[src/rtl/vram_uart_dump_pkg.sv]
// Shared types and constants for the VRAM-to-UART text dump engine.
// Holds the FSM state encodings, the framing bytes and the printable-byte filter.
package vram_uart_dump_pkg;

    typedef enum logic [2:0] {
        IDLE,
        RD,
        RDW,
        SEND,
        TXW,
        CR,
        LF,
        FIN
    } state_e;

    typedef enum logic [1:0] {
        HS_IDLE,
        HS_SEND,
        HS_GUARD,
        HS_WAIT
    } hs_state_e;

    localparam logic [7:0] CHAR_CR  = 8'h0D;
    localparam logic [7:0] CHAR_LF  = 8'h0A;
    localparam logic [7:0] CHAR_SUB = 8'h2E;
    localparam logic [7:0] PRINT_LO = 8'h20;
    localparam logic [7:0] PRINT_HI = 8'h7E;

    // Non-printable cells are shown as '.' so the terminal stays sane.
    function automatic logic [7:0] sanitize(input logic [7:0] b);
        return (b >= PRINT_LO && b <= PRINT_HI) ? b : CHAR_SUB;
    endfunction

endpackage

[src/rtl/vram_uart_dump_tx_byte_handshake.sv]
// One-byte transmit handshake: holds a byte, pulses tx_ready when the
// transmitter is idle, skips a guard cycle, then waits for tx_busy to drop.
// Ports: clk, reset, start/byte_in (load request), tx_busy (from transmitter),
//        tx_data/tx_ready (to transmitter), done (completion strobe).
module tx_byte_handshake
    import vram_uart_dump_pkg::*;
(
    input  logic       clk,
    input  logic       reset,
    input  logic       start,
    input  logic [7:0] byte_in,
    input  logic       tx_busy,
    output logic [7:0] tx_data,
    output logic       tx_ready,
    output logic       done
);

    hs_state_e  state_q, state_d;
    logic [7:0] data_q, data_d;
    logic       free;

    // tx_ready is gated directly by tx_busy so it can never overlap a busy
    // transmitter, even if busy is raised externally without warning.
    assign tx_ready = (state_q == HS_SEND) && !tx_busy;
    assign done     = (state_q == HS_WAIT) && !tx_busy;
    assign free     = (state_q == HS_IDLE) || done;
    assign tx_data  = data_q;

    always_comb begin
        state_d = state_q;
        data_d  = data_q;
        unique case (state_q)
            HS_IDLE:  state_d = HS_IDLE;
            HS_SEND:  if (!tx_busy) state_d = HS_GUARD;
            // tx_busy may only rise here, one cycle after the strobe
            HS_GUARD: state_d = HS_WAIT;
            HS_WAIT:  if (!tx_busy) state_d = HS_IDLE;
            default:  state_d = HS_IDLE;
        endcase
        // A new byte may be loaded in the same cycle the previous completes.
        if (start && free) begin
            data_d  = byte_in;
            state_d = HS_SEND;
        end
    end

    always_ff @(posedge clk) begin
        if (reset) begin
            state_q <= HS_IDLE;
            data_q  <= 8'h00;
        end else begin
            state_q <= state_d;
            data_q  <= data_d;
        end
    end

endmodule

[src/rtl/vram_uart_dump.sv]
// Text-screen dump engine: on the trigger byte, reads VRAM row by row and
// streams every cell (sanitised) to the UART, ending each row with CR/LF.
// Ports: clk, reset, rx_data/rx_ready (receiver), ram_ce/ram_addr/ram_data
//        (VRAM read port), tx_data/tx_ready/tx_busy (transmitter), busy, done.
module vram_uart_dump
    import vram_uart_dump_pkg::*;
#(
    parameter int         COLS    = 50,
    parameter int         ROWS    = 15,
    parameter int         ADDR_W  = 12,
    parameter logic [7:0] TRIGGER = 8'h12
) (
    input  logic              clk,
    input  logic              reset,
    input  logic [7:0]        rx_data,
    input  logic              rx_ready,
    output logic              ram_ce,
    output logic [ADDR_W-1:0] ram_addr,
    input  logic [7:0]        ram_data,
    output logic [7:0]        tx_data,
    output logic              tx_ready,
    input  logic              tx_busy,
    output logic              busy,
    output logic              done
);

    localparam int COL_W = $clog2(COLS + 1);
    localparam int ROW_W = $clog2(ROWS + 1);

    state_e            state_q, state_d;
    logic [ADDR_W-1:0] addr_q, addr_d;
    logic [COL_W-1:0]  col_q, col_d;
    logic [ROW_W-1:0]  row_q, row_d;
    logic              ram_ce_q, ram_ce_d;
    logic [ADDR_W-1:0] ram_addr_q, ram_addr_d;
    logic              busy_q, busy_d;
    logic              done_q, done_d;

    logic              hs_start;
    logic [7:0]        hs_byte;
    logic              hs_ready;
    logic              hs_done;

    logic [ADDR_W-1:0] addr_inc;
    logic [COL_W-1:0]  col_inc;
    logic [ROW_W-1:0]  row_inc;

    assign addr_inc = addr_q + ADDR_W'(1);
    assign col_inc  = col_q + COL_W'(1);
    assign row_inc  = row_q + ROW_W'(1);

    tx_byte_handshake u_hs (
        .clk      (clk),
        .reset    (reset),
        .start    (hs_start),
        .byte_in  (hs_byte),
        .tx_busy  (tx_busy),
        .tx_data  (tx_data),
        .tx_ready (hs_ready),
        .done     (hs_done)
    );

    assign tx_ready = hs_ready;
    assign ram_ce   = ram_ce_q;
    assign ram_addr = ram_addr_q;
    assign busy     = busy_q;
    assign done     = done_q;

    always_comb begin
        state_d    = state_q;
        addr_d     = addr_q;
        col_d      = col_q;
        row_d      = row_q;
        ram_ce_d   = 1'b0;
        ram_addr_d = ram_addr_q;
        busy_d     = busy_q;
        done_d     = 1'b0;
        hs_start   = 1'b0;
        hs_byte    = sanitize(ram_data);
        unique case (state_q)
            IDLE: begin
                if (rx_ready && rx_data == TRIGGER) begin
                    addr_d     = '0;
                    col_d      = '0;
                    row_d      = '0;
                    busy_d     = 1'b1;
                    ram_ce_d   = 1'b1;
                    ram_addr_d = '0;
                    state_d    = RD;
                end
            end
            RD:  state_d = RDW;
            // Read data is valid now; the handshake latches it sanitised.
            RDW: begin
                hs_start = 1'b1;
                state_d  = SEND;
            end
            SEND: if (hs_ready) state_d = TXW;
            TXW: begin
                if (hs_done) begin
                    addr_d = addr_inc;
                    if (col_inc == COL_W'(COLS)) begin
                        col_d    = '0;
                        hs_start = 1'b1;
                        hs_byte  = CHAR_CR;
                        state_d  = CR;
                    end else begin
                        col_d      = col_inc;
                        ram_ce_d   = 1'b1;
                        ram_addr_d = addr_inc;
                        state_d    = RD;
                    end
                end
            end
            CR: begin
                if (hs_done) begin
                    hs_start = 1'b1;
                    hs_byte  = CHAR_LF;
                    state_d  = LF;
                end
            end
            LF: begin
                if (hs_done) begin
                    row_d = row_inc;
                    if (row_inc == ROW_W'(ROWS)) begin
                        busy_d  = 1'b0;
                        done_d  = 1'b1;
                        state_d = FIN;
                    end else begin
                        ram_ce_d   = 1'b1;
                        ram_addr_d = addr_q;
                        state_d    = RD;
                    end
                end
            end
            FIN:     state_d = IDLE;
            default: state_d = IDLE;
        endcase
    end

    always_ff @(posedge clk) begin
        if (reset) begin
            state_q    <= IDLE;
            addr_q     <= '0;
            col_q      <= '0;
            row_q      <= '0;
            ram_ce_q   <= 1'b0;
            ram_addr_q <= '0;
            busy_q     <= 1'b0;
            done_q     <= 1'b0;
        end else begin
            state_q    <= state_d;
            addr_q     <= addr_d;
            col_q      <= col_d;
            row_q      <= row_d;
            ram_ce_q   <= ram_ce_d;
            ram_addr_q <= ram_addr_d;
            busy_q     <= busy_d;
            done_q     <= done_d;
        end
    end

endmodule

[config.mk]
export PLATFORM = sky130hd
export DESIGN_NAME = vram_uart_dump
export DESIGN_NICKNAME = d
export VERILOG_FILES = /design/src/rtl/vram_uart_dump_pkg.sv /design/src/rtl/vram_uart_dump_tx_byte_handshake.sv /design/src/rtl/vram_uart_dump.sv
export SDC_FILE = /design/constraint.sdc
export NUM_CORES = 1
export LEC_CHECK = 0
export ABC_CLOCK_PERIOD_IN_PS = 4200
export BUFFER_PORTS_ARGS = -buffer_cell sky130_fd_sc_hd__buf_2
export CAP_MARGIN = 0
export CORE_UTILIZATION = 43
export DETAILED_ROUTE_END_ITERATION = 10
export PLACE_DENSITY = 0.67
export SYNTH_ARGS = -nofsm -noshare
export SYNTH_HDL_FRONTEND = slang
export SYNTH_SLANG_ARGS = --single-unit
[constraint.sdc]
create_clock -name clk -period 4.2 [get_ports clk]
set_input_delay 0.21 -clock clk [delete_from_list [all_inputs] [get_ports clk]]
set_output_delay 0.21 -clock clk [all_outputs]
set_load 0.01 [all_outputs]
==> out/summary.txt, run 1 <==
Internal power: 675 uW
RSZ-0062 raised after global routing: no
Initial DRC Count: 151
RePlAce Congestion: 0.814
Fillers: 622
Register area share after synthesis: 34.8%
Clk pwr share: 38.6%
CP max stage delay: 0.91 ns
Clk_lat worst skew: 0.30 ns
Slew Limit Headroom: 21.6%
Die H: 83.8 um
Tot Pwr: 863 uW
CP Launch Type: register
GRT Total Usage: 18.0%
Yosys warns: 0
Post-route antenna net violation count: 0
Outcome: completed
Primary FF master, synth: dfxtp_1
IO Count: 44
Lkg Pwr: 0.00120 uW
CTS Sinks: 50
DRC: 0
Clock buffer depth: 2
Hold Path Origin: ram_data[6]
Total gr overflow: 0
Netlist Area Pre-Place: 0.00288 mm2
Setup repair bufs after CTS: 0
Vias in the first global route: 2,304
Synth top area cells: dfxtp_1, a21oi_1, nand2_1
Syn nets: 375
Post-DP HPWL: 4300 um
Worst Max-Slew Pin Slew: 1.17 ns
Distinct cells, synth: 56
Worst path cell trace: nor4b_1 > a211o_1 > o21ai_1 > mux2i_1
RR Startpoint: state_q[0]$_SDFFE_PP0P_
WL/cell: 13.5 um
Cell with the most instances after synthesis: dfxtp_1
Largest net degree at the start of global routing: 53
Leading area contributor after synthesis: dfxtp_1
Worst min path class: in2reg
Setup-failing EPs final: 0
Post-synth ARST share: 0%
Fin. Hold Viols: 0
Vias/cell: 5.55
Max-slew violations: 0
Most instantiated cells after synthesis: dfxtp_1, nand2_1, nor2_1, a21oi_1
Initial antenna violation count: 0
Initial Util: 44.8%
CP required: 4.43 ns
Layout cell share with drive strength beyond 1: 15.7%
Tcrit/Tclk final: 60.3%
CP arrival: 2.76 ns
Final WL: 6100 um
Core area: 0.00642 mm2
Number of synthesized flops with an enable pin: 0
Clock Root Buffer: clkbuf_8
Port Buf Inserts: 43
CTS H-tree lvls: 2
Peak supply drop: 0.000170 V
Fmax: 395 MHz
Flop and latch count out of synthesis: 50
Critical path origin: state_q[0]$_SDFFE_PP0P_
CTS buffer count: 5
Pre-CTS WS: 1.66 ns
First-pass GRT wire length: 10,500 um
CP endpoint kind: register
Synth Instances: 346
Crit path max fanout: 17
PD cells: 271 mW/mm2
Post-placement cell count: 444
Initial DRT Pass Iterations: 4
Worst path slowest cell: o21ai_1
Core Rows: 29
Max_cap viols: 0
CTS tree: built
Vias: 2,509
Ant. Diodes: 0
Top-area cell type share of the netlist area: 34.8%
Nets: 403
# resized after CTS: 0
Seq pwr share: 56.3%
Final Worst Setup Slack: 1.67 ns
Psw: 188 uW
Skew final: 0.0108 ns
Total die area: 0.00703 mm2
Die span in x: 83.8 um
Sw Share: 21.8%
Logic pwr share: 5.1%
Post-CTS Hold Buffers: 0
Final min period: 2.53 ns
Clk slew on worst S/H paths: 0.09 ns
Critical path type: reg2reg
Sum of negative setup slack: 0 ns
Final cell count without fillers: 452
Avg Inst Size Synth: 8.32 um2
Area grow syn2layout: 10.6%
Bufs and invs on worst path: 0
Cell class contributing the biggest share of worst-path delay: compound AO/OA/AOI/OAI gates
layer usage:
layer | track usage (%) | vias up | share of wire (%)
met5 | 0 | - | 0
met4 | 5.80 | 0 | 1.1
met3 | 3.36 | 7 | 3.3
met2 | 29.3 | 45 | 46
met1 | 24.1 | 1168 | 50
li1 | - | 1289 | -
stage by stage:
stage                     utilization (%)  cell area (um2)  hold WS, ns
after floorplan                         -             2880        0.364
after global placement               48.0             3080        0.435
after CTS                            49.6             3190        0.171
after global routing                 49.6             3190        0.185
final                                49.6             3190        0.182
after detailed placement             48.0             3080        0.442
flip-flops by register name, indices dropped and copies added, names as in the netlist:
register	flops
col_q	6
row_q	4
done	1
ram_addr	12
addr_q	12
ram_ce	1
u_hs.tx_data	8
u_hs.state_q	2
state_q	3
busy	1
cell usage in the layout, fill, tap and decap left out, types with 4 or more instances in the layout:
cell type  count
xor2_1         6
nand2b_1      17
dfxtp_1       50
or3_1          6
a21oi_1       25
nand3_1       14
o21ai_0       17
nand2_1       32
a31oi_1        9
buf_2         43
nand3b_1       7
clkbuf_8       5
o22ai_1        4
a211oi_1       4
inv_1          8
nor2_1        27
mux2i_1       11
nor3_1         9
and2_1         4
nand4_1        8
a311oi_1       5
nor2b_1        5
xnor2_1       10
ha_1           9
cells by family (layout without fill, tap and decap cells):
logic type | count (synthesis) | after routing | synth area share [%]
adders and majority gates | 9 | 9 | 3.91
buffers and inverters | 30 | 59 | 4.91
xor gates and xnor gates | 16 | 16 | 4.87
AOI/OAI and AO/OA | 76 | 76 | 16.6
muxes | 13 | 13 | 4.60
DFF | 50 | 50 | 34.8
and+or+nand+nor | 152 | 152 | 30.4
power groups by stage:
stage | Combinational [uW] | Sequential, uW | Clock (uW)
2_1_floorplan | 39.5 | 487 | 0
3_3_place_gp | 43.7 | 496 | 0
3_5_place_dp | 44.5 | 497 | 0
4_1_cts | 44.6 | 486 | 342
5_1_grt | 49.7 | 487 | 363
6_report | 44.4 | 486 | 333
worst paths after layout:
check / end / slack [ns] / cells past startpoint
worst max-delay path: ram_addr[6]$_SDFFE_PP0P_ / 1.67 / 4
worst min-delay path: u_hs.tx_data[6]$_SDFFE_PP0P_ / 0.18 / 2
worst max register to register: ram_addr[6]$_SDFFE_PP0P_ / 1.67 / 4
worst min register to register: u_hs.tx_data[5]$_SDFFE_PP0P_ / 0.46 / 1
cell type report:
cell class | count | area [um2] | area share (%)
flip-flops and latches | 50 | 1000 | 31.4
well taps | 77 | 96.3 | 3.02
inverters | 8 | 30.0 | 0.942
multi-input cells | 266 | 1740 | 54.5
clock buffers | 7 | 76.3 | 2.39
clock inverters | 1 | 30.0 | 0.942
repair buffers | 43 | 215 | 6.75
Power figures use the tool's default switching activity.
==> run 2: changes to the inputs <==
ABC_CLOCK_PERIOD_IN_PS = 2700   (was 4200)
clock period = 2.7 ns   (was 4.2 ns; I/O delays follow)
==> run 2 against run 1 <==
Largest cell class unchanged. Sequential share of layout area about the same. Maximum frequency up 14%. Setup slack worse by 1.2 ns. Non-clock buffer count up 4. Via count up 1.2%.
==> out/summary.txt, run 2 (synthesis gave the netlist of run 1 again) <==
Outcome: completed
Worst Max-Slew Pin Slew: 0.694 ns (-0.475 ns)
Worst R2R Setup Slack: 0.47 ns (-1.19 ns)
Tcrit/Tclk final: 82.5% (+22 points)
Core area: 0.00642 mm2 (unchanged)
Fmax: 449 MHz (+14%)
Crit path max fanout: 7 (-10)
Setup repair bufs after CTS: 0 (unchanged)
Core Rows: 29 (unchanged)
First-pass GRT wire length: 10,900 um (+3.3%)
CP Launch Type: register
Hold Path Origin: ram_data[6]
Skew final: 0.00828 ns (-0.00254 ns)
Ant. Diodes: 0 (unchanged)
Worst hold endpoint: u_hs.tx_data[6]$_SDFFE_PP0P_
CTS tree: built
GRT Total Usage: 18.9% (+0.91 points)
Initial DRC Count: 97 (-36%)
Die H: 83.8 um (unchanged)
Initial Util: 44.8% (unchanged)
Die span in x: 83.8 um (unchanged)
Fin. Hold Viols: 0 (unchanged)
WL/cell: 13.8 um (+2.0%)
Total die area: 0.00703 mm2 (unchanged)
IO Count: 44 (unchanged)
CTS buffer count: 5 (unchanged)
Tot Pwr: 1250 uW (+45%)
CTS H-tree lvls: 2 (unchanged)
Total gr overflow: 0 (unchanged)
DRC: 0 (unchanged)
Placement Cell Area: 0.00311 mm2 (+0.97%)
Clk_lat worst skew: 0.30 ns (about the same)
Design area: 0.00319 mm2 (about the same)
Nets: 407 (+0.99%)
CTS Sinks: 50 (unchanged)
Most frequent cells in the layout: dfxtp_1, buf_2, nand2_1
WHS Path Cells: 2 (unchanged)
Commonest non-fill, non-tap cell in the layout: dfxtp_1
Peak supply drop: 0.000158 V (-7.0%)
RR Endpoint: u_hs.tx_data[0]$_SDFFE_PP0P_
Layout cell share with drive strength beyond 1: 16.9% (+1.2 points)
RePlAce Congestion: 0.853 (+4.8%)
Clk slew on worst S/H paths: 0.09 ns (about the same)
Vias in the first global route: 2,389 (+3.7%)
Clock Root Buffer: clkbuf_8
# resized after CTS: 0 (unchanged)
Port Buf Inserts: 43 (unchanged)
Max-slew violations: 0 (unchanged)
Final min period: 2.23 ns (-0.306 ns)
Max_cap viols: 0 (unchanged)
Sum of negative setup slack: 0 ns (unchanged)
Initial antenna violation count: 0 (unchanged)
CP endpoint kind: register
Largest net degree at the start of global routing: 34 (-36%)
PD cells: 392 mW/mm2 (+45%)
Slew Limit Headroom: 53.6% (+32 points)
Post-CTS Hold Buffers: 0 (unchanged)
CP required: 2.94 ns (-1.49 ns)
Post-route antenna net violation count: 0 (unchanged)
Lkg Pwr: 0.00121 uW (+1.0%)
Critical path type: reg2reg
Post-DP HPWL: 4560 um (+6.1%)
Final WL: 6260 um (+2.7%)
Hold slack: 0.0948 ns (-0.0869 ns)
Final core occ: 49.7% (about the same)
RSZ-0062 raised after global routing: no
Initial DRT Pass Iterations: 4 (unchanged)
CP arrival: 2.47 ns (-0.29 ns)
Vias: 2,538 (+1.2%)
RR Startpoint: u_hs.state_q[1]$_SDFFE_PP0P_
Clock buffer depth: 2 (unchanged)
Worst min path class: in2reg
Area grow syn2layout: 10.7% (about the same)
Setup-failing EPs final: 0 (unchanged)
Vias/cell: 5.58 (+0.49%)
FF-to-FF path depth: 6 (+2)
[run 2: worst max-delay path, stage by stage (launching register included)]
cell      delay (ns)
dfxtp_1         0.37
ha_1            0.19
nor2b_1         0.49
o211ai_4        0.16
or4b_4          0.59
or2_1           0.22
a31oi_1         0.14
[run 2: worst max-delay path by stage]
stage                                  from                            to  slack (ns)  cells past startpoint
2_1_floorplan  u_hs.state_q[0]$_SDFFE_PP0P_  u_hs.tx_data[0]$_SDFFE_PP0P_        0.89                      7
3_3_place_gp   u_hs.state_q[0]$_SDFFE_PP0P_  u_hs.tx_data[0]$_SDFFE_PP0P_        0.58                      6
3_5_place_dp   u_hs.state_q[1]$_SDFFE_PP0P_  u_hs.tx_data[0]$_SDFFE_PP0P_        0.47                      6
4_1_cts        u_hs.state_q[1]$_SDFFE_PP0P_  u_hs.tx_data[0]$_SDFFE_PP0P_        0.46                      6
5_1_grt        u_hs.state_q[1]$_SDFFE_PP0P_        addr_q[7]$_SDFFE_PP0P_        0.23                      6
6_report       u_hs.state_q[1]$_SDFFE_PP0P_  u_hs.tx_data[0]$_SDFFE_PP0P_        0.47                      6
[run 2: routing by layer]
layer	vias to the layer above	part of all wire (%)	global-route usage (%)
met5	-	0	0
met4	0	2.0	6.74
met3	12	3.8	4.15
met2	50	47	31.1
met1	1181	48	24.4
li1	1295	-	-
[run 2: power by group]
part	switching (uW)	total [uW]	internal (uW)
Combinational	37.3	71.1	33.9
Sequential	15.8	756	740
Clock	249	424	175
Total	302	1250	949
[run 2: cell type report]
| cell class | instances | area, um2 |
|---|---|---|
| fill | 640 | 3230 |
| multi-input combinational | 266 | 1740 |
| sequential | 50 | 1000 |
| timing repair buffer | 47 | 245 |
| tap | 77 | 96.3 |
| clock buffer | 5 | 68.8 |
| inverter | 8 | 30.0 |
| clock inverter | 2 | 10.0 |
[run 2: metrics by stage]
step	worst slack [ns]	std cells
after floorplan	0.889	346
after global placement	0.583	448
after detailed placement	0.467	448
after CTS	0.459	455
after global routing	0.234	455
final	0.472	455
==> run 3: changes to the inputs <==
ABC_CLOCK_PERIOD_IN_PS = 2300   (was 2700)
clock period = 2.3 ns   (was 2.7 ns; I/O delays follow)
==> run 3 against run 2 <==
Sequential cell count is the same. Via count grew 2.4%. Sequential share of layout area shrank 0.51 points. Total power grew 17%. Combinational power grew 16%. Count of clock-buffer cells in the layout is the same. Clock power grew 16%. Critical path type unchanged. Largest power group unchanged. Highest routed layer unchanged.
==> out/summary.txt, run 3 (synthesis gave the netlist of run 1 again) <==
WL/cell: 13.4 um (-2.8%)
Final min period: 2.05 ns (-0.178 ns)
Commonest non-fill, non-tap cell in the layout: dfxtp_1
Slew Limit Headroom: 54.9% (+1.3 points)
Layout cell share with drive strength beyond 1: 18.4% (+1.5 points)
Lkg Pwr: 0.00125 uW (+2.9%)
Initial DRC Count: 168 (+73%)
CTS tree: built
Initial antenna violation count: 0 (unchanged)
Outcome: completed
First-pass GRT wire length: 10,500 um (-3.2%)
Post-route antenna net violation count: 0 (unchanged)
RePlAce Congestion: 0.825 (-3.2%)
Max-slew violations: 0 (unchanged)
Clk slew on worst S/H paths: 0.09 ns (about the same)
Area grow syn2layout: 12.6%
Post-CTS Hold Buffers: 0 (unchanged)
Clock Root Buffer: clkbuf_8
Final WL: 6190 um (-1.3%)
Die span in x: 83.8 um (unchanged)
Setup-failing EPs final: 0 (unchanged)
Pre-CTS WS: 0.280 ns (-0.187 ns)
Critical path type: reg2reg
CP Launch Type: register
CP required: 2.49 ns (-0.45 ns)
CTS H-tree lvls: 2 (unchanged)
Vias: 2,599 (+2.4%)
Final Worst Setup Slack: 0.250 ns (-0.222 ns)
Initial Util: 44.8% (unchanged)
Clk_lat worst skew: 0.30 ns (about the same)
DRC: 0 (unchanged)
Nets: 414 (+1.7%)
CTS buffer count: 5 (unchanged)
Post-DP HPWL: 4520 um (-0.84%)
Core Rows: 29 (unchanged)
Total gr overflow: 0 (unchanged)
Core area: 0.00642 mm2 (unchanged)
Total die area: 0.00703 mm2 (unchanged)
Max_cap viols: 0 (unchanged)
CP endpoint kind: register
Vias in the first global route: 2,313 (-3.2%)
Worst path cell trace: ha_1 > nor4bb_1 > a41oi_1 > nor3_1 > o21ai_1 > buf_4 > mux2i_1
CP arrival: 2.24 ns (-0.23 ns)
PD cells: 450 mW/mm2 (+15%)
Worst path slowest cell: dfxtp_1
RSZ-0062 raised after global routing: no
Skew final: 0.00982 ns (+0.00154 ns)
Crit path max fanout: 11 (+4)
Worst min path class: in2reg
CP max stage delay: 0.43 ns (-0.16 ns)
IO Count: 44 (unchanged)
Fmax: 488 MHz (+8.7%)
Fillers: 633 (-1.1%)
GRT Total Usage: 18.0% (-0.91 points)
Fin. Hold Viols: 0 (unchanged)
Clock buffer depth: 2 (unchanged)
Peak supply drop: 0.000255 V (+61%)
Die H: 83.8 um (unchanged)
Sum of negative setup slack: 0 ns (unchanged)
# resized after CTS: 0 (unchanged)
Ant. Diodes: 0 (unchanged)
CTS Sinks: 50 (unchanged)
Port Buf Inserts: 43 (unchanged)
Tcrit/Tclk final: 89.1% (+6.6 points)
Initial DRT Pass Iterations: 4 (unchanged)
Largest net degree at the start of global routing: 35 (+2.9%)
Most frequent cells in the layout: dfxtp_1, buf_2, nand2_1
Vias/cell: 5.63 (+0.85%)
Worst Max-Slew Pin Slew: 0.675 ns (-0.0186 ns)
Setup repair bufs after CTS: 0 (unchanged)
-- run 3: worst max-delay path: cells and delay by family (launching register included) --
kind | cells | cell delay [ns]
compound gates | 2 | 0.20
fa+ha+maj | 1 | 0.23
buf+inv | 1 | 0.20
flops | 1 | 0.43
mux | 1 | 0.13
simple gates | 2 | 0.74
-- run 3: cell type report --
class	instances	area (um2)	area share (%)
multi-input cells	266	1740	53.6
flip-flops and latches	50	1000	30.9
repair buffers	54	298	9.19
well taps	77	96.3	2.97
clock buffers	5	68.8	2.12
inverters	8	30.0	0.926
clock inverters	2	10.0	0.309
-- run 3: metal layers --
| layer | vias up | routed length, um | global-route usage (%) |
|---|---|---|---|
| met5 | - | 0 | 0 |
| met1 | 1226 | 2950 | 23.3 |
| met2 | 51 | 2980 | 31.1 |
| met3 | 5 | 212 | 3.36 |
| met4 | 0 | 46 | 3.92 |
| li1 | 1317 | - | - |
-- run 3: power breakdown --
| part | total (uW) | switching, uW | internal, uW |
|---|---|---|---|
| combinational | 82.7 | 42.8 | 39.9 |
| sequential | 887 | 17.9 | 869 |
| clock | 491 | 286 | 205 |
-- run 3: through the flow --
| stage | power [uW] | std cells | utilization, % | area (um2) | hold WS, ns |
|---|---|---|---|---|---|
| after global routing | 1520 | 462 | 50.5 | 3240 | 0.0924 |
| after detailed placement | 989 | 455 | 49.3 | 3160 | 0.393 |
| after global placement | 988 | 455 | 49.3 | 3160 | 0.388 |
| final | 1460 | 462 | 50.5 | 3240 | 0.0788 |
| after CTS | 1480 | 462 | 50.5 | 3240 | 0.0689 |
| after floorplan | 962 | 346 | - | 2880 | 0.269 |
-- run 3: path summary, 6_finish.rpt --
path / startpoint / end / slack (ns) / cells past startpoint
worst max register to register: col_q[0]$_SDFFE_PP0P_ / ram_addr[1]$_SDFFE_PP0P_ / 0.25 / 7
worst min register to register: u_hs.tx_data[7]$_SDFFE_PP0P_ / u_hs.tx_data[7]$_SDFFE_PP0P_ / 0.47 / 1
worst max-delay path: col_q[0]$_SDFFE_PP0P_ / ram_addr[1]$_SDFFE_PP0P_ / 0.25 / 7
worst min-delay path: ram_data[6] / u_hs.tx_data[6]$_SDFFE_PP0P_ / 0.08 / 2
